--- config.mk ---
export PLATFORM = sky130hd
export DESIGN_NAME = pipe_skid_stage
export DESIGN_NICKNAME = d
export VERILOG_FILES = /design/src/rtl/pipe_pkg.sv /design/src/rtl/pipe_slot.sv /design/src/rtl/pipe_skid_stage.sv
export SDC_FILE = /design/constraint.sdc
export NUM_CORES = 1
export LEC_CHECK = 0
export BUFFER_PORTS_ARGS = -buffer_cell sky130_fd_sc_hd__clkbuf_2
export CAP_MARGIN = 20
export CORE_UTILIZATION = 40
export DETAILED_ROUTE_END_ITERATION = 12
export PLACE_DENSITY = 0.6
export RECOVER_POWER = 100
export SLEW_MARGIN = 20
export SYNTH_ARGS = -nofsm -noshare
export SYNTH_HDL_FRONTEND = slang
export SYNTH_SLANG_ARGS = --single-unit
export TNS_END_PERCENT = 1
--- constraint.sdc ---
create_clock -name clock -period 2.54 [get_ports clock]
set_input_delay 0 -clock clock [delete_from_list [all_inputs] [get_ports clock]]
set_output_delay 0 -clock clock [all_outputs]
set_load 0.02 [all_outputs]
--- src/rtl/pipe_pkg.sv ---
// Shared definitions for the elastic skid pipeline stage.
//   state_t   : occupancy state of the stage (EMPTY / BUSY / FULL)
//   LEVEL_*   : occupancy values reported on the level output
//   level_of  : maps a state onto its occupancy count
package pipe_pkg;

  typedef enum logic [1:0] {
    EMPTY = 2'd0,   // nothing held
    BUSY  = 2'd1,   // main slot valid
    FULL  = 2'd2    // main and skid slots valid
  } state_t;

  localparam logic [1:0] LEVEL_EMPTY = 2'd0;
  localparam logic [1:0] LEVEL_ONE   = 2'd1;
  localparam logic [1:0] LEVEL_TWO   = 2'd2;

  function automatic logic [1:0] level_of(input state_t s);
    logic [1:0] lvl;
    case (s)
      BUSY:    lvl = LEVEL_ONE;
      FULL:    lvl = LEVEL_TWO;
      default: lvl = LEVEL_EMPTY;
    endcase
    return lvl;
  endfunction

endpackage

--- src/rtl/pipe_slot.sv ---
// Load-enable storage register with synchronous clear.
// One instance holds one beat (data and control words concatenated).
// Ports:
//   clock  in   1      posedge clock
//   clear  in   1      synchronous clear to zero, wins over load
//   load   in   1      capture d on this edge
//   d      in   WIDTH  next value
//   q      out  WIDTH  stored value
module pipe_slot import pipe_pkg::*; #(
  parameter int WIDTH = 64
) (
  input  logic             clock,
  input  logic             clear,
  input  logic             load,
  input  logic [WIDTH-1:0] d,
  output logic [WIDTH-1:0] q
);

  logic [WIDTH-1:0] q_reg;

  always_ff @(posedge clock) begin
    if (clear) begin
      q_reg <= '0;
    end else if (load) begin
      q_reg <= d;
    end
  end

  assign q = q_reg;

endmodule

--- src/rtl/pipe_skid_stage.sv ---
// Elastic pipeline register with a two-entry skid structure (main + skid).
// Forwards a data word (a) and a control word (b) with one cycle of latency
// and propagates backpressure through a registered in_ready, so no
// combinational ready path crosses the stage boundary.
// Optional feature: define PIPE_FLUSH_EN to add the flush port, which
// discards every held beat and clears both slots.
// Ports:
//   clock      in   1        posedge clock
//   reset      in   1        synchronous, active-high reset
//   in_valid   in   1        producer presents a beat
//   in_ready   out  1        stage can accept a beat (registered)
//   in_a       in   WIDTH_A  data word from producer
//   in_b       in   WIDTH_B  control word from producer
//   out_valid  out  1        stage holds a beat for consumer
//   out_ready  in   1        consumer takes the beat this cycle
//   out_a      out  WIDTH_A  data word to consumer (main slot)
//   out_b      out  WIDTH_B  control word to consumer (main slot)
//   level      out  2        occupancy: 0, 1 or 2
//   flush      in   1        only with PIPE_FLUSH_EN: drop all held beats
module pipe_skid_stage import pipe_pkg::*; #(
  parameter int WIDTH_A = 32,
  parameter int WIDTH_B = 32
) (
  input  logic               clock,
  input  logic               reset,
  input  logic               in_valid,
  output logic               in_ready,
  input  logic [WIDTH_A-1:0] in_a,
  input  logic [WIDTH_B-1:0] in_b,
  output logic               out_valid,
  input  logic               out_ready,
  output logic [WIDTH_A-1:0] out_a,
  output logic [WIDTH_B-1:0] out_b,
`ifdef PIPE_FLUSH_EN
  input  logic               flush,
`endif
  output logic [1:0]         level
);

  localparam int W        = WIDTH_A + WIDTH_B;
  localparam int MAIN_IDX = 0;
  localparam int SKID_IDX = 1;

  state_t      state_reg;
  state_t      state_next;
  logic        in_ready_reg;
  logic        accept;
  logic        take;
  logic        main_from_skid;
  logic        clear;
  logic        slot_load [2];
  logic [W-1:0] slot_d   [2];
  logic [W-1:0] slot_q   [2];

`ifdef PIPE_FLUSH_EN
  assign clear = reset | flush;
`else
  assign clear = reset;
`endif

  assign out_valid = (state_reg != EMPTY);
  assign accept    = in_valid & in_ready_reg;
  assign take      = out_valid & out_ready;

  always_comb begin
    state_next            = state_reg;
    slot_load[MAIN_IDX]   = 1'b0;
    slot_load[SKID_IDX]   = 1'b0;
    main_from_skid        = 1'b0;
    case (state_reg)
      EMPTY: begin
        if (accept) begin
          slot_load[MAIN_IDX] = 1'b1;
          state_next          = BUSY;
        end
      end
      BUSY: begin
        case ({accept, take})
          2'b11: slot_load[MAIN_IDX] = 1'b1;   // pass-through, stay BUSY
          2'b10: begin                          // consumer stalled: park in skid
            slot_load[SKID_IDX] = 1'b1;
            state_next          = FULL;
          end
          2'b01: state_next = EMPTY;
          default: ;
        endcase
      end
      FULL: begin
        // in_ready is low here, so only the skid-to-main move can happen.
        if (take) begin
          slot_load[MAIN_IDX] = 1'b1;
          main_from_skid      = 1'b1;
          state_next          = BUSY;
        end
      end
      default: state_next = EMPTY;
    endcase
`ifdef PIPE_FLUSH_EN
    if (flush) begin
      state_next = EMPTY;
    end
`endif
  end

  assign slot_d[MAIN_IDX] = main_from_skid ? slot_q[SKID_IDX] : {in_a, in_b};
  assign slot_d[SKID_IDX] = {in_a, in_b};

  generate
    for (genvar gi = 0; gi < 2; gi++) begin : g_slot
      pipe_slot #(.WIDTH(W)) u_slot (
        .clock (clock),
        .clear (clear),
        .load  (slot_load[gi]),
        .d     (slot_d[gi]),
        .q     (slot_q[gi])
      );
    end
  endgenerate

  // in_ready is derived from the next state so it is already correct in the
  // first cycle after entering or leaving FULL.
  always_ff @(posedge clock) begin
    if (reset) begin
      state_reg    <= EMPTY;
      in_ready_reg <= 1'b1;
    end else begin
      state_reg    <= state_next;
      in_ready_reg <= (state_next != FULL);
    end
  end

  assign in_ready = in_ready_reg;
  assign out_a    = slot_q[MAIN_IDX][W-1:WIDTH_B];
  assign out_b    = slot_q[MAIN_IDX][WIDTH_B-1:0];
  assign level    = level_of(state_reg);

endmodule
==> results.py <==
metrics = {
    "yosys": {
        "yosysSeqAreaShare": 0.446,
        "synth_adder_area_share": 0.00213,
        "synth_area_sq_mm": 0.00588,
        "ys_types": 27,
        "synth_compound_area_frac": 0.270,
        "ys_warn_count": 0,
        "ys_ff_latch": 131,
        "synth_top_family_by_area": "compound AO/OA/AOI/OAI gates",
        "synth_simple_gate_area_share": 0.115,
        "syn_nets": 673,
        "yosys-mux-area-fraction": 0.109,
        "syn-instance-count": 604,
        "synth_xor_area_frac": 0,
        "syn_area_per_cell_sq_um": 9.73,
    },
    "pwr": {
        "pwr-share-clk": 0.449,
        "swShare": 0.257,
        "finalPower_uw": 5590,
        "peakVddDrop_v": 0.000476,
        "power_density_mw_per_mm2": 754,
        "p_int_uw": 4150,
        "seqPwrFrac": 0.405,
        "p_leak_uw": 0.00314,
        "pwr-share-comb": 0.145,
        "p_switching_uw": 1440,
    },
    "clocking": {
        "cts_resized": 0,
        "ctsHtreeMaxLevel": 4,
        "clockRootBuffer": "clkbuf_16",
        "cts_sinks": 131,
        "cts_buffer_depth": 2,
        "cts.clk_slew.worst_paths_ps": 50,
        "cts_made_buffers": 17,
        "clkLatencyLatePin_ps": 420,
        "cts_tree": "built",
    },
    "critical_path": {
        "crit_fanout": 41,
        "worstPathRequired_ps": 2850,
        "cp_data_arrival_time_ps": 2630,
        "critical_path.startpoint_type": "flip-flop",
        "critPathKind": "reg -> reg",
        "endpoint_kind": "flip-flop",
    },
    "timing": {
        "setup_violations": 0,
        "maxSlewHeadroom": 0.426,
        "max_slew.worst_pin.slew_ps": 860,
        "timing.final.ws_setup_ps": 223,
        "timing.fmax_ghz": 0.432,
        "period_needed_ps": 2320,
        "rsz0062_at_grt": "no",
        "fin_setup_tns_ps": 0,
        "fin_crit_sh": 0.912,
        "skew_ps": 7.14,
        "finalHoldViolCount": 0,
        "maxSlewViolCount": 0,
    },
    "global_routing": {
        "grt_max_degree": 65,
        "grtUsageTotal": 0.231,
        "grt_pass1_wl_mm": 26.8,
        "grt_pass1_vias": 5215,
        "grt.overflow.total": 0,
        "antenna_found_initial": 0,
    },
    "floorplanning": {
        "num_io_pins": 136,
        "fp.dieW_um": 123,
        "die_area_sq_mm": 0.0152,
        "fp-row-count": 43,
        "start_util": 0.417,
        "fp.coreArea_sq_mm": 0.0141,
        "die_height_um": 123,
    },
    "outcome": {
        "status": "finished clean",
    },
    "route": {
        "wl_mm": 16.9,
        "first_iter_violations": 363,
        "wl_met3_um": 991,
        "wl_met1_mm": 7.60,
        "dr.pass1.iters": 5,
        "wl_per_cell_um": 17.6,
        "drc": 0,
        "vias": 5361,
        "wl_met2_mm": 8.07,
        "ant_nets": 0,
        "viasPerCell": 5.57,
        "highest_layer": "met4",
    },
    "place": {
        "place_ws_ps": 248,
        "dpl.hpwl_mm": 9.98,
        "gp_congestion": 0.758,
        "dpl-instance-area_sq_mm": 0.00662,
        "numPortBuffers": 135,
    },
    "finish": {
        "drive_gt1_frac": 0.152,
        "num_antenna_cells": 0,
        "finish.instance_area_sq_mm": 0.00741,
        "fin_nets": 840,
        "largest_reg_flops": 128,
        "areaGrowthSynthToFinish_pct": 26.1,
        "multiInputGateArea_sq_mm": 0.00257,
        "register_area_sq_mm": 0.00262,
        "n_fill_cell": 1343,
    },
    "job": {
        "max_cap_violations": 0,
    },
    "min_path": {
        "hp-class": "in -> reg",
    },
}
==> synth_stat cells <==
library cell,n,share of area
nand3_1,64,0.055
o21ai_0,64,0.055
nor2b_1,1,0.0011
or3_1,2,0.0021
nor3_1,1,0.00085
buf_1,6,0.0038
nand2b_1,1,0.0011
ha_1,1,0.0021
mux2i_1,64,0.11
and4b_1,1,0.0017
clkbuf_1,40,0.026
and3b_1,2,0.0030
nor2_1,65,0.042
dfxtp_1,131,0.45
a221oi_1,4,0.0060
a221oi_2,60,0.15
buf_4,1,0.0013
a21oi_1,66,0.056
buf_2,15,0.013
nand4b_1,1,0.0015
and2b_1,1,0.0013
nand3b_1,1,0.0013
buf_6,7,0.013
and2_1,2,0.0021
inv_2,1,0.00064
and4bb_1,1,0.0021
or2_2,1,0.0011
==> through the flow <==
step | std cells | hold WS [ps] | util
6_report | 962 | 103 | 0.526
3_3_place_gp | 868 | 251 | 0.470
2_1_floorplan | 604 | 148 | -
5_1_grt | 962 | 108 | 0.526
3_5_place_dp | 868 | 260 | 0.470
4_1_cts | 962 | 94.6 | 0.558
==> worst paths after layout <==
kind	end	slack (ps)	start	depth (start not counted)
setup / recovery	g_slot[0].u_slot.q[8]$_SDFFE_PP0P_	220	state_reg[0]$_SDFF_PP0_	7
hold / removal	g_slot[1].u_slot.q[1]$_SDFFE_PP0P_	100	reset	2
setup reg to reg	g_slot[0].u_slot.q[8]$_SDFFE_PP0P_	220	state_reg[0]$_SDFF_PP0_	7
hold reg to reg	g_slot[1].u_slot.q[39]$_SDFFE_PP0P_	480	g_slot[1].u_slot.q[39]$_SDFFE_PP0P_	2
==> power groups by stage <==
stage | clock network (uW) | registers, uW | logic, uW
CTS | 2550 | 2270 | 949
global route | 2650 | 2280 | 886
floorplan | 0 | 2420 | 467
detailed placement | 0 | 2310 | 870
global placement | 0 | 2300 | 850
finish | 2510 | 2270 | 812
==> cell type report <==
cell class / count / share of cell area
sequential: 131 / 0.354
multi-input combinational: 403 / 0.347
timing repair buffer: 217 / 0.186
clock buffer: 26 / 0.0687
tap: 180 / 0.0304
clock inverter: 4 / 0.0128
inverter: 1 / 0.000844
==> worst max-delay path, stage by stage, from the launching register on <==
cell and delay, ps:
dfxtp_1 360, or2_2 330, and2_0 170, ha_1 190, and3b_2 200, or3_1 380, buf_6 240, a221oi_1 330
==> cells in the final DEF (no fill, tap or decap), types with 2 or more instances in the layout <==
cell           Yosys  layout
dfxtp_1          131     131
bufinv_16          0       3
clkbuf_16          0      17
clkbuf_8           0       5
nand3_1           64      64
clkbuf_2           0      68
a21oi_1           66      66
a221oi_2          60       3
mux2i_1           64      64
dlygate4sd3_1      0      64
a221oi_1           4      61
nor2_1            65      64
clkbuf_1          40      72
o21ai_0           64      64
or3_1              2       2
buf_4              1      15
==> routing by layer <==
layer  vias to the layer above  GRT usage
met1                      2610      0.288
met3                        20     0.0586
met2                       170      0.384
met5                         -          0
met4                         0     0.0843
li1                       2561          -
==> kinds of logic (layout without fill, tap and decap cells) <==
family | after synthesis | after routing
AOI/OAI and AO/OA | 194 | 194
and+or+nand+nor | 144 | 144
DFF | 131 | 131
buffers and inverters | 70 | 248
muxes | 64 | 64
adders and majority gates | 1 | 1
==> repair_timing <==
action | CTS | global route
buffers inserted | 0 | 0
hold buffers | 64 | 0
endpoints found under the hold margin | 120 | 0
Note: power is estimated with default switching activity, not from simulation.
